<file path="config.mk">
export PLATFORM = sky130hd
export DESIGN_NAME = bus_slave
export DESIGN_NICKNAME = d
export VERILOG_FILES = /design/src/rtl/bus_pkg.sv /design/src/rtl/bus_slave_regfile.sv /design/src/rtl/bus_slave.sv
export SDC_FILE = /design/constraint.sdc
export NUM_CORES = 1
export LEC_CHECK = 0
export CORE_MARGIN = 1.5
export CORE_UTILIZATION = 45
export DETAILED_ROUTE_END_ITERATION = 12
export DONT_BUFFER_PORTS = 1
export GPL_TIMING_DRIVEN = 0
export SLEW_MARGIN = 20
export SYNTH_ARGS = -nofsm -noshare
export SYNTH_HDL_FRONTEND = slang
export SYNTH_SLANG_ARGS = --single-unit
</file>
<file path="constraint.sdc">
create_clock -name clk -period 1.46 [get_ports clk]
set_clock_uncertainty 0.05 [all_clocks]
set_input_delay 0.219 -clock clk [delete_from_list [all_inputs] [get_ports clk]]
set_output_delay 0.219 -clock clk [all_outputs]
set_load 0.05 [all_outputs]
</file>
<file path="src/rtl/bus_pkg.sv">
// Shared bus definitions used by the address decoder, masters and slaves.
package bus_pkg;

  localparam int unsigned DATA_W   = 32;
  localparam int unsigned ADDR_W   = 8;
  localparam int unsigned OFFSET_W = 5;
  localparam int unsigned REGION_W = ADDR_W - OFFSET_W;

  localparam logic [REGION_W-1:0] S0_REGION = 3'b000;
  localparam logic [REGION_W-1:0] S1_REGION = 3'b001;

  localparam logic BUS_READ  = 1'b0;
  localparam logic BUS_WRITE = 1'b1;

  // One bus command as seen by a slave.
  typedef struct packed {
    logic              wr;
    logic [ADDR_W-1:0] address;
    logic [DATA_W-1:0] din;
  } bus_req_t;

  // Region field of a bus address, as used by the decoder.
  function automatic logic [REGION_W-1:0] region_of(input logic [ADDR_W-1:0] addr);
    return addr[ADDR_W-1:OFFSET_W];
  endfunction

endpackage

</file>
<file path="src/rtl/bus_slave_regfile.sv">
// DEPTH x DATA_W register file: async-clear, one write port, combinational read port.
module slave_regfile
  import bus_pkg::*;
#(
  parameter int unsigned DW    = DATA_W,
  parameter int unsigned AW    = OFFSET_W,
  parameter int unsigned DEPTH = 2 ** OFFSET_W
) (
  input  logic          clk,
  input  logic          reset_n,
  input  logic          we,
  input  logic [AW-1:0] waddr,
  input  logic [DW-1:0] wdata,
  input  logic [AW-1:0] raddr,
  output logic [DW-1:0] rdata_c
);

  logic [DW-1:0] mem [DEPTH];

  always_ff @(posedge clk or negedge reset_n) begin
    if (!reset_n) begin
      for (int i = 0; i < int'(DEPTH); i++) mem[i] <= '0;
    end else if (we) begin
      mem[waddr] <= wdata;
    end
  end

  assign rdata_c = mem[raddr];

endmodule

</file>
<file path="src/rtl/bus_slave.sv">
// Memory-mapped bus slave: command decode around a register file with a registered read stage.
module bus_slave
  import bus_pkg::*;
#(
  parameter int unsigned DATA_W   = bus_pkg::DATA_W,
  parameter int unsigned ADDR_W   = bus_pkg::ADDR_W,
  parameter int unsigned OFFSET_W = bus_pkg::OFFSET_W,
  parameter int unsigned DEPTH    = 2 ** OFFSET_W
) (
  input  logic              clk,
  input  logic              reset_n,
  input  logic              s_sel,
  input  logic              s_wr,
  input  logic [ADDR_W-1:0] s_address,
  input  logic [DATA_W-1:0] s_din,
  output logic [DATA_W-1:0] s_dout,
  output logic              s_rvalid
);

  logic [OFFSET_W-1:0] offset;
  logic                wr_en;
  logic                rd_en;
  logic [DATA_W-1:0]   rdata;
  logic                unused_upper;

  assign offset = s_address[OFFSET_W-1:0];
  // Gating by s_sel keeps an undefined s_wr on a deselected bus from touching storage.
  assign wr_en  = s_sel & (s_wr == BUS_WRITE);
  assign rd_en  = s_sel & (s_wr == BUS_READ);

  // Region bits are decoded upstream.
  assign unused_upper = ^s_address[ADDR_W-1:OFFSET_W];

  slave_regfile #(
    .DW    (DATA_W),
    .AW    (OFFSET_W),
    .DEPTH (DEPTH)
  ) u_regfile (
    .clk     (clk),
    .reset_n (reset_n),
    .we      (wr_en),
    .waddr   (offset),
    .wdata   (s_din),
    .raddr   (offset),
    .rdata_c (rdata)
  );

  // Read data is zero outside a read so an idle slave adds nothing to the master's mux.
  always_ff @(posedge clk or negedge reset_n) begin
    if (!reset_n) begin
      s_dout   <= '0;
      s_rvalid <= 1'b0;
    end else if (rd_en) begin
      s_dout   <= rdata;
      s_rvalid <= 1'b1;
    end else begin
      s_dout   <= '0;
      s_rvalid <= 1'b0;
    end
  end

endmodule

</file>
Word level (Yosys, flattened, before mapping)
Cells that the tools add are included.
{"block": "classes", "bitwise": 4, "reduce_logical": 1, "mux": 8, "n_lt_le_gt_ge": 2}
{"cell": "$bwmux 1024", "count": 1}
{"cell": "$bmux 32 s5", "count": 1}
{"cell": "$demux 32 s5", "count": 1}
{"cell": "$mux 32", "count": 4}
{"cell": "$ge 6x6->1 const B", "count": 1}
{"cell": "$lt 6x1->1 const B", "count": 1}
{"cell": "$not 5->6", "count": 1}
{"cell": "$and 1x1->1", "count": 2}
{"cell": "$logic_and 1x1->1", "count": 1}
{"cell": "$mux 1", "count": 1}
{"cell": "$not 1->1", "count": 1}
{"block": "totals", "inputBits": 44, "elab_cells": 49, "reg_bits": 1057, "out_inout_bits": 33}

Logic depth before layout (Yosys ltp)
Gate-level depths: netlist of the first run.
{"block": "depth", "word_depth": 6, "mapped_depth": 7, "mapped_depth_nobuf": 4}

Cells and area by module
A second synthesis of the first run with hierarchy kept.
{"block": "hier_totals", "cells_unflattened": 3520, "area_unflattened_um2": 48622.9}
{"mod": "slave_regfile", "instances": 1, "cells_per_inst": 3447, "seq_area_each_um2": 25624.6, "area_per_inst_um2": 47474.3}
{"mod": "bus_slave", "instances": 1, "cells_per_inst": 73, "seq_area_each_um2": 825.8, "area_per_inst_um2": 1148.6}

Worst setup path after synthesis of the first run
No wires, ideal clock.
{"block": "synth_path", "path_type": "in2reg", "start": "input s_address[0]", "end": "register u_regfile.mem[610] in the netlist's numbering", "t_required_ns": 1.282, "arrival_time_ns": 1.603, "slack_ns": -0.320, "setup_ns": 0.128, "path_stages": 5, "n_path_buf": 2, "cell_sequence": "buf_2 or3_1 nor3_2 buf_4 mux2_1"}
{"block": "synth_via", "elab_chain_len": 6, "elab_cells_between_ends": 7, "cone_classes": "order compare (2); mux (3); bitwise (1); reduce/logical (1)"}
{"item": "from (decl)", "line_no": "bus_slave.sv:14", "text": "input logic [ADDR_W-1:0] s_address,"}
{"item": "$not 5->6 (not written as such) *", "line_no": "bus_slave_regfile.sv:24", "text": "mem[waddr] <= wdata;"}
{"item": "$ge 6x6->1 (not written as such) or $lt 6x1->1 (tied branches)", "line_no": "bus_slave_regfile.sv:24"}
{"item": "$logic_and 1x1->1 (not written as such)", "line_no": "bus_slave_regfile.sv:24"}
{"item": "$mux 32 (not written as such)", "line_no": "bus_slave_regfile.sv:24"}
{"item": "$demux 32 s5 *", "line_no": "bus_slave_regfile.sv:24"}
{"item": "$bwmux 1024 *", "line_no": "bus_slave_regfile.sv:24"}
{"item": "to (signal, indexed assignment)", "line_no": "bus_slave_regfile.sv:24"}
{"item": "to (decl)", "line_no": "bus_slave_regfile.sv:18", "text": "logic [DW-1:0] mem [DEPTH];"}
Every way passes the cells marked *; elsewhere a longest branch is shown, timed or not.
A chain may end at the register's enable or synchronous reset.

Worst setup path in the final report of the first run
{"block": "layout_path", "start": "register u_regfile.mem[543] in the netlist's numbering", "end": "register s_dout[31]"}
{"block": "layout_via", "elab_chain_len": 4}
{"item": "$bmux 32 s5", "line_no": "bus_slave_regfile.sv:28", "text": "assign rdata_c = mem[raddr];"}
{"item": "$mux 32 (not written as such) (2 in series)", "line_no": "bus_slave_regfile.sv:28"}
{"item": "$mux 32", "line_no": "bus_slave.sv:53", "text": "end else if (rd_en) begin"}
{"item": "to (signal assigned)", "line_no": "bus_slave.sv:54", "text": "s_dout <= rdata;"}
{"item": "to (decl)", "line_no": "bus_slave.sv:16", "text": "output logic [DATA_W-1:0] s_dout,"}
No other way between the ends. The select of a mux whose other input is x is not followed.

==> summary by stage, run 1 <==
Synth
The number of flops mapped to enable cells by yosys is 0. The flip-flop and latch count after synthesis is 1057. The sequential share of the synthesized area is 56.0%. The fraction of synthesized cell area taken by the top area cell type is 56.0%. After synthesis, the mean cell area works out to 14.0 um^2. The number of instances in the synthesized netlist is 3369. Yosys printed 0 warnings. The post-synth net total is 3413.

The proportion of synthesized flip-flops having asynchronous set or reset is 100%. Among all flip-flop cells after synthesis, the most frequent one is sky130_fd_sc_hd__dfrtp_1. The cell type contributing the most total cell area after synthesis is sky130_fd_sc_hd__dfrtp_1. The area of the mapped netlist is 47300 um^2.

The number of different library cells used by synthesis comes to 31. The most frequently used cell type in the post-synthesis netlist is sky130_fd_sc_hd__dfrtp_1. Sorting the synthesized cells by area gives the leading types as sky130_fd_sc_hd__dfrtp_1 56%, sky130_fd_sc_hd__mux2_2 22%, sky130_fd_sc_hd__mux2i_1 11%, sky130_fd_sc_hd__o22ai_1 3.4%, sky130_fd_sc_hd__mux2_1 2.1%.

After synthesis, the most frequently instantiated cells are 1057 x sky130_fd_sc_hd__dfrtp_1, 934 x sky130_fd_sc_hd__mux2_2, 512 x sky130_fd_sc_hd__mux2i_1.

CTS
The clock tree from TritonCTS is built. The longest clock path from root to sink contains 3 buffers. After clock tree synthesis, the flow added hold-fix buffers numbering 33.

The maximum level of the CTS H-tree is 3. Clock tree synthesis found a total of 1057 sinks. For the worst-skew pair, the clock arrives at the later sink with an insertion delay of 720 ps.

The clock root buffer master is sky130_fd_sc_hd__clkbuf_16. The number of clock buffers added by TritonCTS is 115. After clock tree synthesis, the clock-pin slew on the worst setup and hold paths is 60 ps.

Worst setup path
The worst setup path endpoint is s_dout[31]$_DFF_PN0_. Along the worst path, the maximum fanout reaches 2. The worst setup path is captured at a flip-flop. The highest cell delay on the worst timing path is 370 ps.

The worst setup path is launched from a flip-flop. The data arrival time of the critical path is 2060 ps. The origin of the worst setup path is u_regfile.mem[543]$_DFFE_PN0P_. The endpoint identified for the worst register-to-register timing path is s_dout[31]$_DFF_PN0_. Traced cell by cell, the critical path runs through mux2i_1 -> o22ai_2 -> nor4_4 -> a31oi_4. The register-to-register path setup slack is -130 ps. The critical path is of the reg -> reg type.

The worst register-to-register path has a depth of 4. The startpoint of the worst-slack reg-to-reg timing path is u_regfile.mem[543]$_DFFE_PN0P_. The required time of the critical path is 1940 ps. The cell with the largest stage delay on the worst path is sky130_fd_sc_hd__dfrtp_1.

Route
Detailed routing inserted a total of 30100 vias. The number of antenna-violating nets in the routed design is 0. The remaining routing DRC violations is 0. After detailed routing, the total wire length is 153 mm. Dividing the detail-routed wire length by the instance count gives 30.6 um. In this run, the number of DRC markers left after iteration 0 of detailed routing was 2301. The pre-antenna-repair detailed-routing pass consisted of 5 iterations. After detailed routing, the number of vias per cell comes to 6.00.

STA
After layout, the worst setup slack is -127 ps. Setup violations remaining at the end of the flow were counted as 139. The number of max-slew violations in the final report was 0. Derived from the worst setup path, the maximum achievable clock frequency is 630 MHz.

The worst hold slack after final layout is -842 ps. The worst path uses 109% of the clock period. The hold violation total from the final report came to 305. The worst-case headroom to the max-slew limit is 28.4%. For the pin with the worst max-slew slack, the measured transition is 1070 ps.

The minimum clock period is 1590 ps. Setup repair after global routing could not meet its margin everywhere.

Global routing
The initial antenna violation count came to 3. The first-pass GRT wire length is 221 mm. The leftover overflow at the end of global routing is 0. The via count of the first global-routing pass is 31800. The largest net degree at the start of global routing is 1058. The total global routing track utilization is 28.5%.

Floorplanning
After floorplanning, the core was sized to cover 104000 um^2. The die area is 107000 um^2. From left edge to right edge, the die measures 327 um. For this configuration, the core starts out at a cell density of 45.5%.

The number of core rows is 118. From bottom edge to top edge, the die measures 327 um. For this design the top-level I/O count stands at 77.

Placement
The HPWL after detailed placement is 99.7 mm. Routability-driven placement finished with a final weighted congestion of 0.937. The number of cells in the design after placement is 4749. The total of buffers placed on input and output ports is 0.

Min path
The worst hold path belongs to the class in -> async.

Power and ir drop
The power density of the placed cells is 1350 nW/um^2. In this run the static leakage power is 26.3 nW. IR analysis of the VDD net gives a maximum drop of 1.04 mV.

The overall power of the completed layout is 75.3 mW.

Finish
Compared with the post-synthesis result, the final layout area differs by 18.1%. The filler cell count is 8433. In the final design database the tool counted 3575 nets. Of the cells placed in the final design, the portion with a size suffix greater than 1 is 42.3%. The post-layout instance count excluding filler cells is 5009.

Run status
The run finished, with violations left. The checks that failed: negative hold slack, negative setup slack.

Flow run
The max-cap check violation count is 0.
critical path: cells and delay by family (launching register included):
family | cells | cell delay [ps]
mux | 1 | 270
simple gates | 1 | 360
compound gates | 2 | 350
flops | 1 | 370
state kept, by name (all words and copies together), names as in the netlist:
register and count:
s_rvalid 1, s_dout 32, u_regfile.mem 1024
timing repair:
item	4_1_cts	5_1_grt
resized for setup	196	51
buffers inserted	3	3
gates cloned	0	2
pin swaps	18	26
hold endpoints to repair	1305	295
endpoints found under the setup margin	225	251
final cells by class:
class                           instances  area, um^2  share of cell area (%)
Antenna cell                            2        5.00                 0.00897
Buffer                                320        2280                    4.08
Clock buffer                          174        3520                    6.31
Clock inverter                         39         537                   0.962
Inverter                                1        3.75                 0.00673
Multi-Input combinational cell       1989       20600                    37.0
Sequential cell                      1057       26500                    47.5
Tap cell                             1380        1730                    3.09
Timing Repair Buffer                   47         591                    1.06
worst min-delay path by stage:
stage                       start                        endpoint  slack [ps]
final                     reset_n  u_regfile.mem[186]$_DFFE_PN0P_        -840
after detailed placement  reset_n  u_regfile.mem[184]$_DFFE_PN0P_         -40
after global routing      reset_n  u_regfile.mem[473]$_DFFE_PN0P_        -870
after CTS                 reset_n  u_regfile.mem[184]$_DFFE_PN0P_        -790
after floorplan           reset_n             s_dout[0]$_DFF_PN0_        -130
after global placement    reset_n  u_regfile.mem[186]$_DFFE_PN0P_         -40
power breakdown:
part / internal [mW] / total (mW) / switching [mW]
clock network: 18.7 / 30.9 / 12.3
registers: 33.1 / 35.4 / 2.22
logic: 4.80 / 9.04 / 4.24
total: 56.6 / 75.3 / 18.7
placed cells by master (no fill, tap or decap), drive strengths merged:
master | synthesis | routed
a31oi | 32 | 32
mux2i | 512 | 512
nor2b | 1 | 1
nor3 | 8 | 8
bufinv | 0 | 12
diode | 0 | 2
nor4 | 32 | 32
or4b | 4 | 4
dlygate4sd3 | 0 | 33
nand3b | 2 | 2
dfrtp | 1057 | 1057
or2 | 1 | 1
clkinv | 0 | 21
clkbuf | 148 | 323
nand2 | 12 | 12
mux2 | 1024 | 1024
nand4bb | 6 | 6
clkinvlp | 0 | 3
nor2 | 81 | 81
nand2b | 3 | 3
clkdlybuf4s15 | 0 | 2
or4 | 1 | 1
o22ai | 256 | 256
nand4b | 5 | 5
or3 | 1 | 1
buf | 174 | 183
nand3 | 5 | 5
nor3b | 1 | 1
inv | 1 | 4
nand4 | 2 | 2
logic make-up after synthesis:
family,Yosys count,share of synthesized area (%)
multiplexers,1536,35.2
flip-flops,1057,56.0
AO/OA/AOI/OAI,288,3.81
AND/OR/NAND/NOR,165,1.90
buffers and inverters,323,3.07
stage by stage:
stage          setup WS, ps  TNS, ps  instance area [um^2]  util, %  hold WS, ps
3_3_place_gp          -1410  -581380                 50300     48.4        -41.0
5_1_grt                -120    -3850                 55800     53.8         -867
2_1_floorplan          -250  -105300                 48600        -         -127
3_5_place_dp          -1400  -597510                 50300     48.4        -43.2
4_1_cts               -76.7    -2280                 55300     53.3         -795
6_report               -127    -4740                 55800     53.8         -842
per-layer routing:
metal  GRT usage [%]  vias to the layer above  share of wire [%]
met5               0                        -             0.0085
met1            39.3                    16100                 44
met2            44.7                      978                 46
li1                -                    12700                  -
met3            5.12                      315                6.2
met4            11.1                        2                4.2
No activity file was read; power rests on OpenSTA's default activity.
==> run 2: changes to the inputs <==
--- a/config.mk
+++ b/config.mk
@@ -6,7 +6,7 @@
 export NUM_CORES = 1
 export LEC_CHECK = 0
 export CORE_MARGIN = 1.5
-export CORE_UTILIZATION = 45
+export CORE_UTILIZATION = 50
 export DETAILED_ROUTE_END_ITERATION = 12
 export DONT_BUFFER_PORTS = 1
 export GPL_TIMING_DRIVEN = 0
==> summary by stage, run 2 (synthesis results as in run 1) <==
Finish
Leaving out fill and tap cells, the most frequent cells in the layout are 1024 x sky130_fd_sc_hd__dfrtp_1, 809 x sky130_fd_sc_hd__mux2_2, 504 x sky130_fd_sc_hd__mux2i_1. The number of flip-flops in the largest register is 1024. The register with the most flip-flops in the final layout is u_regfile.mem. The share of post-route cells with drive strength above 1 is 42.1%.

The library cell used most frequently in the layout, excluding fill and tap cells, is sky130_fd_sc_hd__dfrtp_1. The area growth from synthesis to layout is 17.1%. The largest registers in the layout are u_regfile.mem (1024), s_dout (32), s_rvalid (1). The final net count is 3584.

Cells fill 59.2% of the core in the end.

STA
For this run, the top clock speed supported by timing is 635 MHz. The transition at the pin with the smallest max-transition slack is 1070 ps. After layout, the minimum clock period comes to 1570 ps. Setup repair after global routing could not meet its margin everywhere.

The share of the clock period used by the worst path after layout is 108%. The slack of the critical path is -114 ps. The final setup TNS is -4700 ps. The final-report setup violation count is 121. The hold violation total from the final report came to 151. The worst hold slack after final layout is -517 ps. The number of max-slew violations in the final report is 0.

Measured against its own limit, the worst slew margin works out to 28.9%.

Placement
The wire-length estimate of the detail-placed layout is 99.0 mm. Routability-driven placement finished with a final weighted congestion of 0.915. The total of buffers placed on input and output ports is 0. The minimum setup slack after placement is -1480 ps.

Worst setup path
The critical path contains buffers and inverters numbering 3 combined. The cell with the largest stage delay on the worst path is sky130_fd_sc_hd__nor2_2. Across all register-to-register paths, the minimum setup slack is -60 ps.

The class of the most critical setup path is in -> reg. The worst register-to-register path has a depth of 4. For the worst setup path, the data required time is 1980 ps. The critical path goes through buf_6 -> buf_6 -> nand3_1 -> nor2_2 -> buf_4 -> mux2_2. The data arrival time of the critical path is 2100 ps. The worst setup path is captured at a flip-flop. The startpoint identified for the worst register-to-register timing path is u_regfile.mem[296]$_DFFE_PN0P_.

The kind of cell adding the most delay to the critical path is simple AND/OR/NAND/NOR gates. The cell repeated most along the worst path is sky130_fd_sc_hd__buf_6. The endpoint identified for the worst register-to-register timing path is s_dout[8]$_DFF_PN0_. In this design, the stage delay of the slowest critical-path cell is 500 ps. The sort of element at the start of the critical path is an input port.

Along the worst path, the maximum fanout reaches 10.

Floorplanning
The chip height is 310 um. In this run the horizontal extent of the chip is 310 um. The floorplan core area is 93500 um^2. The number of core rows is 112. 77 I/O pins were placed. The floorplan step defined a die boundary enclosing 96400 um^2.

The initial cell density of the core is 50.6%.

Min path
The min-delay analysis places its worst path in the category in -> async.

CTS
The clock tree from TritonCTS is built. The clock drives 1057 sinks. In this run the deepest clock path goes through 3 buffers. The maximum level of the CTS H-tree is 3. The number of buffers inserted for hold repair after clock tree synthesis is 32. Clock-pin slew was measured on the worst setup and hold paths at 60 ps.

Clock tree synthesis inserted a total of 110 buffers. The clock reaches the later pin of the worst-skew pair after 700 ps. The root buffer cell chosen for the clock tree is sky130_fd_sc_hd__clkbuf_16.

Route
For this block, the initial DRC count from the detailed router was 2575. For this block, the routed nets add up to 153 mm of wire. The number of antenna-violating nets in the routed design is 0.

The count of vias placed by the detailed router is 30100. In the final routed layout, each cell accounts on average for 31.3 um. The first-pass detailed-route iteration total is 5. In the routed layout, each cell is associated on average with a via count of 6.18.

For this run, design rule violations remaining after detail routing come to 0.

Flow run
The max-cap check violation count is 0.

Global routing
For this run, the total global-route usage over all layers was measured as 31.7%. Entering global routing, the biggest net connects 1058 pins. The first-pass GRT wire length is 218 mm. The initial antenna violation count came to 1. The via count of the first global-routing pass is 31300.

After global routing the overflow that remains totals 0.

Power and ir drop
The overall power of the completed layout is 73.4 mW. Across the VDD grid, the largest voltage drop is 0.806 mV. The power density of the placed cells is 1330 nW/um^2.

In this run the static leakage power is 26.2 nW.

Run status
The run finished, with violations left. The checks that failed: negative hold slack, negative setup slack.
run 2: cell count changes in the layout (fill, tap and decap cells not counted), sizes merged:
cell	delta
clkbuf	-7
clkinvlp	-2
clkinv	-8
dlygate4sd3	-1
inv	-3
buf	+13
clkdlybuf4s15	-1
bufinv	-1
diode	-1
run 2: metrics by stage:
step,instance area [um^2],instances,hold WS [ps]
final,55300,4872,-517
after global routing,55300,4871,-462
after CTS,54700,4847,-822
after detailed placement,50100,4623,-77.3
after global placement,50100,4623,-80.9
after floorplan,48600,3369,-127
run 2: routing by layer:
layer	wire length [um]	GRT usage [%]
met4	5720	10.9
met2	70200	50.1
met3	9820	5.73
met1	66900	44.3
met5	0	0
run 2: repair_timing:
item,4_1_cts,5_1_grt
pin swaps,4,21
cloned,0,6
hold endpoints to repair,1176,154
gates resized for setup,172,67
buffers inserted,6,12
endpoints found under the setup margin,286,676
run 2: where the power goes:
group          internal [mW]  leakage [nW]  switching (mW)
logic                   4.79          10.3            4.25
clock network           17.3          1.82            11.7
registers               33.1          14.0            2.19
run 2: worst max path at each step:
stage / from / endpoint / depth (start not counted)
4_1_cts: s_address[1] / s_dout[30]$_DFF_PN0_ / 7
3_5_place_dp: s_address[0] / s_dout[8]$_DFF_PN0_ / 7
2_1_floorplan: s_address[0] / u_regfile.mem[610]$_DFFE_PN0P_ / 5
5_1_grt: s_address[4] / u_regfile.mem[76]$_DFFE_PN0P_ / 6
3_3_place_gp: s_address[0] / s_dout[8]$_DFF_PN0_ / 7
6_report: s_address[4] / u_regfile.mem[79]$_DFFE_PN0P_ / 6
run 2: area by class of cell:
cell class	count	area, um^2
Antenna cell	1	2.50
Buffer	319	2260
Clock buffer	164	3290
Clock inverter	25	403
Fill cell	7395	38100
Inverter	1	3.75
Multi-Input combinational cell	1989	20600
Sequential cell	1057	26500
Tap cell	1254	1570
Timing Repair Buffer	62	771
==> run 3: changes to the inputs <==
--- a/config.mk
+++ b/config.mk
@@ -5,11 +5,14 @@
 export SDC_FILE = /design/constraint.sdc
 export NUM_CORES = 1
 export LEC_CHECK = 0
+export CELL_PAD_IN_SITES_DETAIL_PLACEMENT = 1
+export CELL_PAD_IN_SITES_GLOBAL_PLACEMENT = 1
 export CORE_MARGIN = 1.5
 export CORE_UTILIZATION = 50
 export DETAILED_ROUTE_END_ITERATION = 12
 export DONT_BUFFER_PORTS = 1
 export GPL_TIMING_DRIVEN = 0
+export PLACE_DENSITY_LB_ADDON = 0.1
 export SLEW_MARGIN = 20
 export SYNTH_ARGS = -nofsm -noshare
 export SYNTH_HDL_FRONTEND = slang
==> summary by stage, run 3 (synthesis results as in run 1) <==
Worst setup path
The startpoint of the worst-slack reg-to-reg timing path is u_regfile.mem[355]$_DFFE_PN0P_. The cell repeated most along the worst path is sky130_fd_sc_hd__buf_6. The category of the worst setup path capture point is a flip-flop. The data arrival time of the critical path is 2170 ps. Walking the worst path, the cells encountered are buf_6 -> buf_6 -> nand3_1 -> nor2_2 -> buf_4 -> mux2_2. In this design, the stage delay of the slowest critical-path cell is 510 ps. The worst setup path is launched from an input port. Data on the critical path is required at its endpoint by 1980 ps.

The cell with the largest stage delay on the worst path is sky130_fd_sc_hd__nor2_2. The kind of cell adding the most delay to the critical path is simple AND/OR/NAND/NOR gates. The origin of the worst setup path is s_address[4].

The class of the most critical setup path is in -> reg. The largest fanout of any net on the critical path is 10. Counting both buffers and inverters, the worst setup path holds a total of 3.

Finish
The largest registers in the layout are u_regfile.mem (1024), s_dout (32), s_rvalid (1). The fraction of the core area covered by cells at the end of the flow is 59.4%. The area of the multi-input gates is 20600 um^2. The number of flip-flops in the largest register is 1024. The share of post-route cells with drive strength above 1 is 42.5%. The area growth from synthesis to layout is 17.4%. Ranked by flip-flop count, first place goes to u_regfile.mem. Leaving out fill and tap cells, the most frequent cells in the layout are 1024 x sky130_fd_sc_hd__dfrtp_1, 809 x sky130_fd_sc_hd__mux2_2, 500 x sky130_fd_sc_hd__mux2i_1. After the last flow step, the layout net total stands at 3583. Counting the fill cells in the layout gives 8696. After the flow finishes, the layout carries non-filler instances totaling 4889.

In the final layout, flip-flops and latches occupy 26500 um^2. Leaving out fill and tap cells, the most frequent cell in the layout is sky130_fd_sc_hd__dfrtp_1.

Floorplanning
The number of core rows is 112. The die area is 96400 um^2. The floorplan core area is 93500 um^2. The die is 310 um tall. The top-level port count is 77.

The horizontal die dimension is 310 um. The initial utilization of the core area, before any placement, comes to 50.6%.

Placement
The minimum setup slack after placement is -1450 ps. The total half-perimeter wirelength after legalization and detailed placement is 104 mm. The number of cells in the design after placement is 4623. The weighted congestion at the end of routability-driven global placement is 0.904. Buffers placed on the I/O ports in this run total 0.

Route
The routed layout has 30500 vias. The count of nets left with antenna violations once routing finished came out at 0. After the first detailed-routing iteration, the DRC count stood at 2450.

The first detailed-routing pass ran for 5 iterations. The remaining routing DRC violations is 0. For this block, the routed nets add up to 162 mm of wire. In the final routed layout, each cell accounts on average for 33.2 um. In the routed layout, each cell is associated on average with a via count of 6.24.

STA
The hold violation total from the final report was 386. At the pin with the least slew margin, the transition time is 1070 ps. In the post-route analysis, the smallest setup slack over all paths is -193 ps.

The number of max-slew violations in the final report came to 0. The final setup TNS is -7230 ps. The share of the clock period used by the worst path after layout is 113%. The minimum clock period is 1650 ps. The worst-case headroom to the max-slew limit is 28.7%. The highest attainable clock frequency is 605 MHz.

The final-report setup violation count is 162. Setup repair after global routing could not meet its margin everywhere. The worst hold slack after final layout is -836 ps.

Run status
The checks that failed: negative hold slack, negative setup slack. The flow ran to the end, but the final reports show violations.

Power and ir drop
Dividing total power by cell area gives a power density of 1330 nW/um^2. The portion of total power attributed to combinational logic is 12.5%. Per report_power, the clock group accounts for 39.6% of the total. The analysis attributes to net switching a power of 18.8 mW.

Across the VDD grid, the largest voltage drop is 0.922 mV. Internal power comes to 55.2 mW. Summed over all cells, the static leakage comes to 26.2 nW. The sequential share of power is 47.9%.

The overall power of the completed layout is 74.0 mW. The switching fraction of total power is 25.4%.

CTS
The number of buffers inserted during clock tree synthesis is 112. The worst-skew pair later-pin latency is 700 ps. The clock root buffer master is sky130_fd_sc_hd__clkbuf_16. Hold repair after CTS inserted 32 buffers. The clock-pin slew on the worst setup and hold paths is 60 ps. The clock passes through at most 3 buffers. The tree built by TritonCTS fans out to 1057 sinks.

The clock tree from TritonCTS is built. The maximum level of the CTS H-tree is 3.

Global routing
In the global route stage, overall resource usage came out at 34.1%. The first global-routing pass estimated 235 mm of wire. For this run the aggregate overflow at the end of global routing stands at 0. The via count of the first global-routing pass is 33500. The initial antenna violation count is 2.

The largest net degree at the start of global routing is 1058.

Min path
The path class of the tightest hold or removal check is in -> async.

Flow run
Max-cap violations in this run came to 0.
==> run 3: metal layers <==
| metal | share of wire, % | wire length, um | vias to the layer above | track usage, % |
|---|---|---|---|---|
| met5 | 0 | 0 | - | 0 |
| met4 | 4.2 | 6810 | 0 | 13.9 |
| met3 | 5.9 | 9540 | 345 | 6.03 |
| met2 | 46 | 75200 | 963 | 53.8 |
| met1 | 44 | 70700 | 16600 | 46.6 |
| li1 | - | - | 12600 | - |
==> run 3: cell type report <==
| type | instances | area share, % |
|---|---|---|
| sequential | 1057 | 47.8 |
| timing repair buffer | 60 | 1.26 |
| antenna | 3 | 0.0135 |
| clock buffer | 170 | 6.16 |
| tap | 1254 | 2.83 |
| clock inverter | 37 | 0.692 |
| multi-input combinational | 1989 | 37.2 |
| buffer | 318 | 4.08 |
| inverter | 1 | 0.00677 |
==> run 3: per-stage QoR <==
step	instance area [um^2]	hold WS, ps
floorplan	48600	-127
CTS	54900	-824
detailed placement	50100	-63.9
finish	55500	-836
global route	55500	-861
global placement	50100	-89.6
==> run 3: what timing repair did <==
item	4_1_cts	5_1_grt
resized for setup	196	62
cloned	0	2
setup endpoints to repair	301	419
pin swaps	12	32
endpoints found under the hold margin	1203	387
buffers inserted	13	7
==> run 3: worst paths after layout <==
path,end,slack [ps],cells past startpoint
min in group clk,u_regfile.mem[639]$_DFFE_PN0P_,-30,3
setup reg to reg,s_dout[3]$_DFF_PN0_,-150,4
setup / recovery,u_regfile.mem[110]$_DFFE_PN0P_,-190,6
max in group asynchronous,u_regfile.mem[900]$_DFFE_PN0P_,260,3
hold reg to reg,u_regfile.mem[775]$_DFFE_PN0P_,440,1
hold / removal,u_regfile.mem[984]$_DFFE_PN0P_,-840,0
==> run 3: power by group through the flow <==
stage,Clock [mW],Combinational [mW],Sequential [mW]
finish,29.3,9.22,35.5
global route,30.8,9.85,35.9
CTS,29.7,8.50,35.4
detailed placement,0,8.17,35.8
global placement,0,7.75,35.4
floorplan,0,6.28,35.1
==> run 3: worst register-to-register path, stage by stage (launching register included) <==
cell	delay, ps
sky130_fd_sc_hd__dfrtp_1	390
sky130_fd_sc_hd__mux2i_1	180
sky130_fd_sc_hd__o22ai_1	190
sky130_fd_sc_hd__nor4_2	420
sky130_fd_sc_hd__a31oi_2	220
